`config.mk`:
```
export PLATFORM = sky130hd
export DESIGN_NAME = ascon_stream_adapter
export DESIGN_NICKNAME = d
export VERILOG_FILES = /design/src/rtl/ascon_pack.sv /design/src/rtl/word_packer.sv /design/src/rtl/ascon_stream_adapter.sv
export SDC_FILE = /design/constraint.sdc
export NUM_CORES = 1
export LEC_CHECK = 0
export ABC_AREA = 1
export ABC_CLOCK_PERIOD_IN_PS = 2350
export CORE_ASPECT_RATIO = 1.5
export CORE_MARGIN = 10
export CORE_UTILIZATION = 47
export CTS_CLUSTER_DIAMETER = 200
export CTS_CLUSTER_SIZE = 40
export DETAILED_ROUTE_END_ITERATION = 8
export PLACE_DENSITY_LB_ADDON = 0.12
export RECOVER_POWER = 100
export SLEW_MARGIN = 15
export SYNTH_ARGS = -nofsm -noshare
export SYNTH_HDL_FRONTEND = slang
export SYNTH_SLANG_ARGS = --single-unit
```
`constraint.sdc`:
```
create_clock -name clk -period 2.35 [get_ports clk]
set_input_delay 0.235 -clock clk [delete_from_list [all_inputs] [get_ports clk]]
set_output_delay 0.235 -clock clk [all_outputs]
set_load 0.02 [all_outputs]
```
`src/rtl/ascon_pack.sv`:
```
// Shared types and constants for the Ascon host-side stream adapter.
package ascon_pack;

  typedef logic [63:0] u64_t;
  typedef logic [31:0] u32_t;

  typedef enum logic [1:0] {
    IDLE     = 2'd0,
    ACTIVE   = 2'd1,
    COMPLETE = 2'd2
  } adapter_state_e;

  localparam int WORD_BYTES = 4;

endpackage

```
`src/rtl/word_packer.sv`:
```
// Packs 32-bit host words into 64-bit FIFO words for one stream (AD or PT),
// zero-filling the lower half when the message ends on an upper half.
module word_packer
  import ascon_pack::*;
#(
  parameter int WORD_CW = 6
) (
  input  logic               clk,
  input  logic               rst,
  input  logic               start,
  input  logic               active,
  input  logic [WORD_CW-1:0] words,
  input  logic               wr_en,
  input  u32_t               wr_data,
  input  logic               full,
  output logic               push,
  output u64_t               data,
  output logic               pending,
  output logic               done
);

  u64_t               pack_reg, pack_next;
  logic               half_reg, half_next;
  logic               pend_reg, pend_next;
  logic               done_reg, done_next;
  logic [WORD_CW-1:0] cnt_reg, cnt_next;
  logic               last_word;

  assign last_word = (cnt_reg == WORD_CW'(1));
  assign push      = pend_reg & ~full & ~start;
  assign data      = pack_reg;
  assign pending   = pend_reg;
  assign done      = done_reg;

  always_comb begin
    pack_next = pack_reg;
    half_next = half_reg;
    pend_next = pend_reg;
    cnt_next  = cnt_reg;
    done_next = done_reg;
    if (start) begin
      pack_next = '0;
      half_next = 1'b0;
      pend_next = 1'b0;
      cnt_next  = words;
      done_next = (words == '0);
    end else if (active) begin
      if (push) pend_next = 1'b0;
      if (wr_en) begin
        cnt_next = cnt_reg - 1'b1;
        if (!half_reg) begin
          // A message ending on an upper half completes with a zero lower half.
          pack_next = {wr_data, 32'h0};
          half_next = ~last_word;
          pend_next = last_word;
        end else begin
          pack_next[31:0] = wr_data;
          half_next       = 1'b0;
          pend_next       = 1'b1;
        end
      end
      done_next = (cnt_next == '0) && !pend_next;
    end
  end

  always_ff @(posedge clk) begin
    if (rst) begin
      pack_reg <= '0;
      half_reg <= 1'b0;
      pend_reg <= 1'b0;
      done_reg <= 1'b0;
      cnt_reg  <= '0;
    end else begin
      pack_reg <= pack_next;
      half_reg <= half_next;
      pend_reg <= pend_next;
      done_reg <= done_next;
      cnt_reg  <= cnt_next;
    end
  end

endmodule

```
`src/rtl/ascon_stream_adapter.sv`:
```
// Host-side adapter for the Ascon core FIFOs: packs 32-bit writes into the
// AD/PT FIFOs and unpacks CT FIFO words into 32-bit host reads.
module ascon_stream_adapter
  import ascon_pack::*;
#(
  parameter int DATA_AW = 7,
  parameter int WORD_CW = DATA_AW - 1
) (
  input  logic               clk,
  input  logic               rst,
  input  logic               start_i,
  input  logic [DATA_AW-1:0] ad_size_i,
  input  logic [DATA_AW-1:0] pt_size_i,
  input  logic               wr_valid_i,
  output logic               wr_ready_o,
  input  logic               wr_sel_i,
  input  u32_t               wr_data_i,
  output logic               ad_push_o,
  output u64_t               ad_data_o,
  input  logic               ad_full_i,
  output logic               pt_push_o,
  output u64_t               pt_data_o,
  input  logic               pt_full_i,
  output logic               ct_pop_o,
  input  u64_t               ct_data_i,
  input  logic               ct_empty_i,
  output logic               rd_valid_o,
  input  logic               rd_ready_i,
  output u32_t               rd_data_o,
  output logic               ad_done_o,
  output logic               pt_done_o,
  output logic               ct_done_o,
  output logic               busy_o,
  output logic               err_o
);

  localparam int WB_SH = $clog2(WORD_BYTES);

  adapter_state_e     state_reg;
  logic               armed_reg, err_reg, active;
  logic [WORD_CW-1:0] ad_words, pt_words;
  logic [WORD_CW-1:0] words_arr [2];
  u64_t               data_arr [2];
  logic [1:0]         full_vec, push_vec, pend_vec, done_vec, wr_en_vec;
  logic               wr_fire, wr_keep;

  assign ad_words = WORD_CW'(({1'b0, ad_size_i} + (DATA_AW + 1)'(WORD_BYTES - 1)) >> WB_SH);
  assign pt_words = WORD_CW'(({1'b0, pt_size_i} + (DATA_AW + 1)'(WORD_BYTES - 1)) >> WB_SH);

  assign active = (state_reg == ACTIVE);

  // armed_reg keeps wr_ready_o low in the reset cycle so every output reads 0.
  assign wr_ready_o = armed_reg & ~start_i & (~active | ~pend_vec[wr_sel_i]);
  assign wr_fire    = wr_valid_i & wr_ready_o;
  assign wr_keep    = wr_fire & active & ~done_vec[wr_sel_i];
  assign wr_en_vec  = {wr_keep & wr_sel_i, wr_keep & ~wr_sel_i};

  assign words_arr[0] = ad_words;
  assign words_arr[1] = pt_words;
  assign full_vec     = {pt_full_i, ad_full_i};

  genvar gi;
  generate
    for (gi = 0; gi < 2; gi++) begin : g_pack
      word_packer #(.WORD_CW(WORD_CW)) u_pack (
        .clk     (clk),
        .rst     (rst),
        .start   (start_i),
        .active  (active),
        .words   (words_arr[gi]),
        .wr_en   (wr_en_vec[gi]),
        .wr_data (wr_data_i),
        .full    (full_vec[gi]),
        .push    (push_vec[gi]),
        .data    (data_arr[gi]),
        .pending (pend_vec[gi]),
        .done    (done_vec[gi])
      );
    end
  endgenerate

  assign ad_push_o = push_vec[0];
  assign pt_push_o = push_vec[1];
  assign ad_data_o = data_arr[0];
  assign pt_data_o = data_arr[1];
  assign ad_done_o = done_vec[0];
  assign pt_done_o = done_vec[1];

  u64_t               ct_reg, ct_next;
  logic               rd_valid_reg, rd_valid_next, rd_half_reg, rd_half_next;
  logic               ct_done_reg, ct_done_next, rd_fire, ct_pop;
  logic [WORD_CW-1:0] ct_cnt_reg, ct_cnt_next;

  assign rd_fire = rd_valid_reg & rd_ready_i;

  always_comb begin
    ct_next       = ct_reg;
    rd_valid_next = rd_valid_reg;
    rd_half_next  = rd_half_reg;
    ct_cnt_next   = ct_cnt_reg;
    ct_done_next  = ct_done_reg;
    ct_pop        = 1'b0;
    if (start_i) begin
      ct_next       = '0;
      rd_valid_next = 1'b0;
      rd_half_next  = 1'b0;
      ct_cnt_next   = pt_words;
      ct_done_next  = (pt_words == '0);
    end else if (active) begin
      if (rd_fire) begin
        ct_cnt_next = ct_cnt_reg - 1'b1;
        if (!rd_half_reg && ct_cnt_next != '0) begin
          rd_half_next = 1'b1;
        end else begin
          rd_valid_next = 1'b0;
          rd_half_next  = 1'b0;
        end
      end
      // A refill may coincide with the handshake that drains the register.
      if (!rd_valid_next && ct_cnt_next != '0 && !ct_empty_i) begin
        ct_pop        = 1'b1;
        ct_next       = ct_data_i;
        rd_valid_next = 1'b1;
        rd_half_next  = 1'b0;
      end
      ct_done_next = (ct_cnt_next == '0) && !rd_valid_next;
    end
  end

  assign ct_pop_o   = ct_pop;
  assign rd_valid_o = rd_valid_reg;
  assign rd_data_o  = rd_half_reg ? ct_reg[31:0] : ct_reg[63:32];
  assign ct_done_o  = ct_done_reg;
  assign busy_o     = active;
  assign err_o      = err_reg;

  always_ff @(posedge clk) begin
    if (rst) begin
      state_reg    <= IDLE;
      armed_reg    <= 1'b0;
      err_reg      <= 1'b0;
      ct_reg       <= '0;
      rd_valid_reg <= 1'b0;
      rd_half_reg  <= 1'b0;
      ct_cnt_reg   <= '0;
      ct_done_reg  <= 1'b0;
    end else begin
      armed_reg    <= 1'b1;
      ct_reg       <= ct_next;
      rd_valid_reg <= rd_valid_next;
      rd_half_reg  <= rd_half_next;
      ct_cnt_reg   <= ct_cnt_next;
      ct_done_reg  <= ct_done_next;
      if (start_i) begin
        state_reg <= ACTIVE;
        err_reg   <= 1'b0;
      end else begin
        if (wr_fire && !wr_keep) err_reg <= 1'b1;
        case (state_reg)
          IDLE:     state_reg <= IDLE;
          ACTIVE:   if (done_vec[0] && done_vec[1] && ct_done_reg) state_reg <= COMPLETE;
          COMPLETE: state_reg <= COMPLETE;
          default:  state_reg <= IDLE;
        endcase
      end
    end
  end

endmodule

```
=== Word level (Yosys, flattened, before mapping) ===
Index checks and enable logic that the tools add are counted.

* Register bits: 223
* Logic and storage cells: 146

* $add $sub $neg: 5
* $lt $le $gt $ge: 1
* Eq/ne operators: 6
* Multiplexer cells: 57
* Bitwise operators: 24
* Reduce and logical (&&, ||, !) cells: 32

{| class="wikitable"
|+ Operators by type and width
! kind !! count
|-
| $mux W32 || 3
|-
| $mux W6 || 15
|-
| $mux W1 || 37
|-
| $logic_not A6 Y1 || 5
|-
| $sub A6 B1 Y6 const B || 3
|-
| $add A7 B2 Y8 const B || 2
|-
| $and A1 B1 Y1 || 12
|-
| $eq A6 B1 Y1 const B || 2
|-
| $reduce_bool A6 Y1 || 2
|-
| $not A1 Y1 || 11
|-
| $logic_and A1 B1 Y1 || 9
|-
| $reduce_and A2 Y1 || 4
|-
| $logic_not A1 Y1 || 7
|-
| $reduce_and A3 Y1 || 2
|-
| $pmux W2 S2 || 1
|-
| $reduce_bool A2 Y1 || 2
|-
| $ne A3 B2 Y1 const B || 1
|-
| $eq A2 B1 Y1 const B || 1
|-
| $eq A2 B2 Y1 const B || 1
|-
| $lt A1 B2 Y1 const B || 1
|-
| $mux W2 || 1
|-
| $ne A2 B1 Y1 const B || 1
|-
| $reduce_or A2 Y1 || 1
|-
| $or A1 B1 Y1 || 1
|}

=== Logic depth before layout (Yosys ltp) ===
Gate-level depths: netlist (run 1).

* Depth after elaboration: 17
* Gate-level depth with buffers: 17
* Depth with buffers taken out: 15

=== Cells and area by module ===
A second synthesis (run 1) with hierarchy kept.

* Cell total of the unflattened synthesis: 1434
* Area, all modules: 9826.9 um^2

{| class="wikitable"
|+ By module, submodules not included
! module !! instances !! cells each !! area each (um^2) !! sequential area each (um^2)
|-
| ascon_stream_adapter || 1 || 661 || 3968.8 || 1541.5
|-
| word_packer at g_pack[1].u_pack || 1 || 387 || 2946.6 || 1461.4
|-
| word_packer at g_pack[0].u_pack || 1 || 386 || 2911.5 || 1461.4
|}

=== Least setup slack after synthesis (run 1) ===
OpenSTA, ideal clock, no wires.

* Path type: reg-to-reg
* Start point: reg ct_cnt_reg[0]
* End point: reg ct_reg[13]
* Arrival time: 1.771 ns
* Slack: 0.466 ns
* Cell stages (with the launch flop): 15
* Buffers on the path: 2
* Clock period less this slack: 1.884 ns
* Path through: dfxtp_1 > inv_2 > ha_1 > nand2_1 > nand2_1 > nor3_1 > nand2_1 > nand2_1 > nand2_1 > nand2_1 > nand3_2 > buf_6 > buf_4 > nor2_1 > nor2_1

* Word-level cells in the longest chain between the ends: 11

{| class="wikitable"
|+ RTL lines
! item !! line !! RTL
|-
| start, declared || ascon_stream_adapter.sv:92 || <nowiki>logic [WORD_CW-1:0] ct_cnt_reg, ct_cnt_next;</nowiki>
|-
| start signal, assigned || ascon_stream_adapter.sv:152 || <nowiki>ct_cnt_reg <= ct_cnt_next;</nowiki>
|-
| $sub A6 B1 Y6 || ascon_stream_adapter.sv:111 || <nowiki>ct_cnt_next = ct_cnt_reg - 1'b1;</nowiki>
|-
| $reduce_bool A6 Y1 || ascon_stream_adapter.sv:112 || <nowiki>if (!rd_half_reg && ct_cnt_next != '0) begin</nowiki>
|-
| $logic_and A1 B1 Y1 || ascon_stream_adapter.sv:112 ||
|-
| $mux W1 || ascon_stream_adapter.sv:112 ||
|-
| $mux W1 || ascon_stream_adapter.sv:110 || <nowiki>if (rd_fire) begin</nowiki>
|-
| $mux W1 || ascon_stream_adapter.sv:109 || <nowiki>end else if (active) begin</nowiki>
|-
| $mux W1 || ascon_stream_adapter.sv:103 || <nowiki>if (start_i) begin</nowiki>
|-
| $logic_not A1 Y1 || ascon_stream_adapter.sv:120 || <nowiki>if (!rd_valid_next && ct_cnt_next != '0 && !ct_empty_i) begin</nowiki>
|-
| $logic_and A1 B1 Y1 * (2 in a row) || ascon_stream_adapter.sv:120 ||
|-
| $reduce_and A2 Y1 (no line) * || n/a ||
|-
| end signal, assigned || ascon_stream_adapter.sv:149 || <nowiki>ct_reg <= ct_next;</nowiki>
|-
| end, declared || ascon_stream_adapter.sv:89 || <nowiki>u64_t ct_reg, ct_next;</nowiki>
|}

Every way passes the cells marked *; elsewhere a longest branch is shown, timed or not. The select of a mux whose other input is x is not followed.
A chain may end at the register's enable or synchronous reset.

=== Final worst setup path (run 1) ===
* Start point: reg ct_cnt_reg[1]
* End point: out ct_pop_o

* Word-level cells in the longest chain between the ends: 13

{| class="wikitable"
|+ RTL lines
! item !! line !! RTL
|-
| $sub A6 B1 Y6 || ascon_stream_adapter.sv:111 ||
|-
| $reduce_bool A6 Y1 || ascon_stream_adapter.sv:112 ||
|-
| $logic_and A1 B1 Y1 || ascon_stream_adapter.sv:112 ||
|-
| $mux W1 || ascon_stream_adapter.sv:112 ||
|-
| $mux W1 || ascon_stream_adapter.sv:110 ||
|-
| $mux W1 || ascon_stream_adapter.sv:109 ||
|-
| $mux W1 || ascon_stream_adapter.sv:103 ||
|-
| $logic_not A1 Y1 || ascon_stream_adapter.sv:120 ||
|-
| $logic_and A1 B1 Y1 * (2 in a row) || ascon_stream_adapter.sv:120 ||
|-
| $mux W1 * || ascon_stream_adapter.sv:120 ||
|-
| $mux W1 * || ascon_stream_adapter.sv:109 ||
|-
| $mux W1 * || ascon_stream_adapter.sv:103 ||
|-
| end, declared || ascon_stream_adapter.sv:24 || <nowiki>output logic ct_pop_o,</nowiki>
|}

Marked as above.

==> results.sh, run 1 <==
export IMPL_final_antenna_net_count=0
export IMPL_vias_per_cell=5.014
export IMPL_synth_xor_area_frac=0.01003
export IMPL_combPwrFrac=0.131
export IMPL_hold_viol=0
export IMPL_root_buffer="clkbuf_16"
export IMPL_synth_seq_area_share=0.4646
export IMPL_vias=9662
export IMPL_fin_crit_ps=2269
export IMPL_synth_nets=1520
export IMPL_use_met2=0.3803
export IMPL_core_um2=20260
export IMPL_hp_class="primary input to flop"
export IMPL_place_gp_congestion=0.8933
export IMPL_drt_iter0_drc=677
export IMPL_status="finished clean"
export IMPL_crit_fanout=3
export IMPL_syn_avg_cell_area_um2=6.893
export IMPL_setup_tns_ps=0
export IMPL_die_width_um=136.7
export IMPL_ys_types=34
export IMPL_leakage_nw=5.812
export IMPL_worst_setup_path_start_kind="flop"
export IMPL_multi_input_area_um2=4299
export IMPL_start_util=0.4743
export IMPL_cts_sinks=223
export IMPL_clk_pin_slew_ps=140
export IMPL_synth_async_reset_ratio=0
export IMPL_synthToLayoutAreaGrowth_pct=37.32
export IMPL_largest_reg_flops=128
export IMPL_synth_compound_area_share=0.1083
export IMPL_synth_top_family_by_area="simple AND/OR/NAND/NOR gates"
export IMPL_use_met3=0.05987
export IMPL_finalWirelength_um=31120
export IMPL_use_met1=0.2679
export IMPL_synthAdderAreaFrac=0.009115
export IMPL_min_period_over_period=0.9657
export IMPL_grt_usage=0.2216
export IMPL_drc=0
export IMPL_arrival_ps=2030
export IMPL_synth_flop_cell="dfxtp_1"
export IMPL_routedWlPerCell_um=16.15
export IMPL_yosys_area_share_simple=0.3138
export IMPL_hold_buffers=0
export IMPL_vdd_drop_max_v=0.0005707
export IMPL_ys_warn_count=0
export IMPL_seqCellArea_um2=4472
export IMPL_syn_inst=1394
export IMPL_seqPwrFrac=0.581
export IMPL_final_layout_size_suffix_gt1_frac=0.06013
export IMPL_slew_violations=0
export IMPL_ios=289
export IMPL_fill_cells=1816
export IMPL_cellInternalPower_mw=4.968
export IMPL_grt_setup_unrepaired="yes"
export IMPL_drv_cap=0
export IMPL_htreeDepth=1
export IMPL_cts_tree="built"
export IMPL_p_sw_mw=1.703
export IMPL_drt_pass1_iter_count=7
export IMPL_post_route_cell_area_um2=13200
export IMPL_swShare=0.2553
export IMPL_r2r_slack_ps=210
export IMPL_ys_ff_latch=223
export IMPL_cts_inserted_buffers=9
export IMPL_num_rows=64
export IMPL_grt_pass1_wl_um=48530
export IMPL_clock_skew_ps=20.16
export IMPL_die_area_um2=26680
export IMPL_synthMuxAreaShare=0
export IMPL_overflow=0
export IMPL_finalNonFillerCells=1927
export IMPL_grt_max_degree=85
export IMPL_maxSlewHeadroom=0.3888
export IMPL_detailed_place_hpwl_um=23070
export IMPL_syn_area_um2=9609
export IMPL_die_y_um=195.1
export IMPL_placed_area_um2=12880
export IMPL_max_freq_mhz=440.7
export IMPL_portBuffers=288
export IMPL_power_density_nw_per_um2=505.6
export IMPL_crit_path_end_kind="output port"
export IMPL_grt_pass1_vias=9151
export IMPL_synth_edf_count=0
export IMPL_grt_busiest_layer="met2"
export IMPL_clockPowerShare=0.288
export IMPL_dp_cells=1911
export IMPL_cp_required_ps=2120
export IMPL_setup_viol=0
export IMPL_nets=1790
export IMPL_max_slew_worst_pin_slew_ps=916.7
export IMPL_antenna_found_initial=0
export IMPL_cts_buffer_depth=3
export IMPL_diodes=0
export IMPL_critical_path_class="flop to output port"
export IMPL_clkLatencyLatePin_ps=480
[cells by family after synthesis]
logic type	Yosys count
AO/OA/AOI/OAI	205
XOR/XNOR	11
AND/OR/NAND/NOR	739
buffers and inverters	209
flip-flops	223
adder cells (fa/ha/maj)	7
[final timing paths]
check,from,endpoint,cells after the start
worst min-delay path,ct_data_i[24],ct_reg[24],3
worst max register to register,ct_cnt_reg[1],ct_reg[16],13
worst min register to register,g_pack[1].u_pack.data[47],g_pack[1].u_pack.data[47],2
worst max-delay path,ct_cnt_reg[1],ct_pop_o,10
[stage by stage]
step | hold WS (ps) | power (mW) | util | setup WS, ps
after floorplan | 369.9 | 4.388 | - | 465.9
after global placement | 446.6 | 4.804 | 0.6357 | -76.05
after detailed placement | 454.4 | 4.815 | 0.6357 | -89.81
after CTS | 300.6 | 6.710 | 0.6480 | 6.469
after global routing | 320.6 | 6.920 | 0.6513 | -44.24
final | 308.0 | 6.671 | 0.6513 | 80.66
[cells in the mapped netlist, drive strengths merged, types with 2 or more instances]
cell type,number,area share
o21ai,80,0.042
xor2,9,0.0082
clkinv,3,0.0013
or2,2,0.0013
nor2,232,0.093
clkbuf,52,0.020
xnor2,2,0.0018
inv,118,0.046
buf,36,0.026
a31oi,6,0.0039
nand4,9,0.0059
nor3,5,0.0026
nand3,131,0.069
ha,7,0.0091
dfxtp,223,0.46
a21oi,116,0.060
nand2,357,0.14
[critical path, cell delays in order, from the launching register on]
cell and delay, ps:
dfxtp_2 360, buf_6 120, nor2_4 100, nand3_2 120, xor2_2 170, o21ai_2 170, nor2_2 70, nor2_2 120
nand2_1 80, nor2_1 100, buf_4 150
[power groups by stage]
stage	Combinational (mW)	Sequential, mW	Clock (mW)
after CTS	0.863	3.87	1.97
final	0.877	3.87	1.92
after global routing	0.970	3.88	2.07
after detailed placement	0.858	3.96	0
after floorplan	0.428	3.96	0
after global placement	0.849	3.96	0
[area by class of cell]
type                            count  area share
Clock buffer                        9     0.01707
Clock inverter                      1    0.001517
Inverter                          121     0.03499
Multi-Input combinational cell    962      0.3258
Sequential cell                   223      0.3389
Tap cell                          264     0.02503
Timing Repair Buffer              347      0.2567
[routing by layer]
layer,share of wire,vias to the layer above,wire length [µm]
met5,0,-,0
met4,0.022,0,688
met3,0.092,38,2876
met2,0.49,305,15280
met1,0.39,4399,12280
li1,-,4920,-
[placed cells by master, fill, tap and decap left out, types with 2 or more instances in the layout]
cell type          n
inv_1            112
buf_4             41
o21ai_2            3
clkinv_2           2
buf_12             7
nand4_1            9
clkbuf_1           5
nor2_1           227
inv_2              3
a31oi_1            6
nor3_1             4
clkinv_1           2
dfxtp_2            3
dlygate4sd3_1    135
nand3_2            2
clkdlybuf4s50_1  151
dfxtp_1          219
nand2_1          350
clkbuf_2           5
nand3_1          129
clkbuf_16          9
o21ai_1            4
nor2_4             3
ha_1               5
nand2_2            7
nor2_2             2
xor2_1             8
or2_2              2
inv_4              2
xnor2_1            2
o21ai_0           73
a21oi_1          116
[what timing repair did]
action,in CTS,in global routing
setup buffers,0,6
endpoints found under the setup margin,27,58
pin swaps,0,11
gates resized for setup,9,19
(Power assumes the default switching activity.)
==> inputs of run 2 (changes only) <==
--- a/config.mk
+++ b/config.mk
@@ -9,7 +9,7 @@
 export ABC_CLOCK_PERIOD_IN_PS = 2350
 export CORE_ASPECT_RATIO = 1.5
 export CORE_MARGIN = 10
-export CORE_UTILIZATION = 47
+export CORE_UTILIZATION = 40
 export CTS_CLUSTER_DIAMETER = 200
 export CTS_CLUSTER_SIZE = 40
 export DETAILED_ROUTE_END_ITERATION = 8
==> results.sh, run 2 (same netlist as run 1, synthesis figures left out) <==
export IMPL_status="finished clean"
export IMPL_p_sw_mw=1.714
export IMPL_overflow=0
export IMPL_hold_ws_ps=309.8
export IMPL_fill_cells=2328
export IMPL_drv_cap=0
export IMPL_final_antenna_net_count=0
export IMPL_cts_sinks=223
export IMPL_grt_busiest_layer="met2"
export IMPL_combPwrFrac=0.130
export IMPL_cp_buffers_inverters=3
export IMPL_cellInternalPower_mw=4.968
export IMPL_final_layout_size_suffix_gt1_frac=0.05190
export IMPL_r2r_slack_ps=290
export IMPL_seqCellArea_um2=4471
export IMPL_power_density_nw_per_um2=503.0
export IMPL_clk_pin_slew_ps=150
export IMPL_hp_class="primary input to flop"
export IMPL_arrival_ps=2050
export IMPL_clock_skew_ps=15.66
export IMPL_synthToLayoutAreaGrowth_pct=38.25
export IMPL_min_period_over_period=0.9710
export IMPL_die_area_um2=30750
export IMPL_post_route_cell_area_um2=13290
export IMPL_htreeDepth=1
export IMPL_crit_path_max_incr_delay_ps=390
export IMPL_nets=1784
export IMPL_crit_fanout=4
export IMPL_layout_commonest_cell="nand2_1"
export IMPL_drc=0
export IMPL_grt_pass1_vias=9227
export IMPL_cts_inserted_buffers=9
export IMPL_hold_viol=0
export IMPL_swShare=0.2565
export IMPL_crit_top_cell="nand2_1"
export IMPL_clockPowerShare=0.290
export IMPL_max_slew_worst_pin_slew_ps=914.7
export IMPL_path_delay_family="simple AND/OR/NAND/NOR gates"
export IMPL_slew_violations=0
export IMPL_die_width_um=146.6
export IMPL_hold_buffers=0
export IMPL_antenna_found_initial=2
export IMPL_root_buffer="clkbuf_16"
export IMPL_setup_viol=0
export IMPL_die_y_um=209.8
export IMPL_use_met1=0.2400
export IMPL_grt_max_degree=85
export IMPL_finalWirelength_um=32150
export IMPL_placed_area_um2=13000
export IMPL_drt_iter0_drc=453
export IMPL_core_um2=23660
export IMPL_largest_reg_flops=128
export IMPL_vdd_drop_max_v=0.0006779
export IMPL_routedWlPerCell_um=16.26
export IMPL_grt_setup_unrepaired="yes"
export IMPL_worst_setup_path_start_kind="flop"
export IMPL_cts_buffer_depth=3
export IMPL_place_gp_congestion=0.8584
export IMPL_detailed_place_hpwl_um=23680
export IMPL_grt_pass1_wl_um=50590
export IMPL_crit_path_end_kind="output port"
export IMPL_critical_path_class="flop to output port"
export IMPL_cp_cell_sequence="inv_2 -> ha_4 -> inv_1 -> nand2_1 -> nand2_1 -> nor3_2 -> nand2_1 -> nand2_1 -> nand2_1 -> nand2_1 -> nand2_1 -> nor2_1 -> buf_4"
export IMPL_vias_per_cell=4.846
export IMPL_use_met3=0.05620
export IMPL_cp_required_ps=2120
export IMPL_start_util=0.4062
export IMPL_use_met2=0.3424
export IMPL_vias=9585
export IMPL_leakage_nw=5.373
export IMPL_drt_pass1_iter_count=5
export IMPL_fin_crit_ps=2282
export IMPL_worst_path_max_delay_cell="dfxtp_4"
export IMPL_final_cell_mix="354 x nand2_1, 284 x clkdlybuf4s50_1, 226 x nor2_1, 220 x dfxtp_1, 130 x nand3_1"
export IMPL_seqPwrFrac=0.580
export IMPL_multi_input_area_um2=4282
export IMPL_grt_usage=0.1995
export IMPL_clkLatencyLatePin_ps=480
export IMPL_max_freq_mhz=438.2
export IMPL_portBuffers=288
export IMPL_maxSlewHeadroom=0.3902
export IMPL_cts_tree="built"
export IMPL_num_rows=69
export IMPL_total_power_mw=6.682
export IMPL_ios=289
## run 2: cell count changes in the layout (fill, tap and decap cells not counted), sizes merged
cell / delta
dlygate4sd3: -135
clkdlybuf4s50: +133
clkbuf: -9
dlymetal6s2s: +3
buf: +2
diode: +2
## run 2: worst register-to-register path, cell delays in order, from the launching register on
cell and delay, ps:
dfxtp_1 330, inv_1 50, ha_1 320, nand3_1 230, nor2_4 200, nand2_2 130
inv_2 220, nand2_1 150, buf_12 190, nand2_1 70, a21oi_1 60
## run 2: power groups by stage
stage	combinational, mW	clock, mW	sequential, mW
6_report	0.871	1.94	3.88
5_1_grt	0.971	2.11	3.88
4_1_cts	0.877	2.01	3.88
3_5_place_dp	0.869	0	3.96
3_3_place_gp	0.863	0	3.96
2_1_floorplan	0.428	0	3.96
## run 2: through the flow
step           worst slack, ps  cells  utilization  TNS [ps]
2_1_floorplan            465.9   1394            -         0
3_3_place_gp            -73.66   1965       0.5497    -73.66
3_5_place_dp            -109.2   1965       0.5497    -134.3
4_1_cts                  9.870   1975       0.5608         0
5_1_grt                 -132.5   1978       0.5616    -174.7
6_report                 68.08   1978       0.5616         0
## run 2: timing repair
action / 4_1_cts / 5_1_grt
buffers inserted: 0 / 1
pin swaps: 2 / 1
endpoints found under the hold margin: 0 / 0
gates resized for setup: 10 / 8
endpoints found under the setup margin: 1 / 5
## run 2: cell type report
type / instances / share of cell area
inverter: 121 / 0.03456
clock buffer: 9 / 0.01695
tap: 319 / 0.03004
clock inverter: 1 / 0.001507
antenna: 2 / 0.0003767
sequential: 223 / 0.3365
timing repair buffer: 341 / 0.2578
multi-input combinational: 962 / 0.3223
## run 2: final timing paths
| kind | from | to | depth (start not counted) |
|---|---|---|---|
| worst max-delay path | ct_cnt_reg[1] | ct_pop_o | 13 |
| worst min-delay path | ct_data_i[38] | ct_reg[38] | 3 |
| worst max register to register | state_reg[1] | g_pack[1].u_pack.data[32] | 10 |
| worst min register to register | g_pack[1].u_pack.data[42] | g_pack[1].u_pack.data[42] | 2 |
## run 2: per-layer routing
| layer | wire (µm) | vias to the layer above |
|---|---|---|
| met5 | 0 | - |
| met4 | 610 | 0 |
| met3 | 2558 | 28 |
| met2 | 15540 | 268 |
| met1 | 13450 | 4376 |
| li1 | - | 4913 |
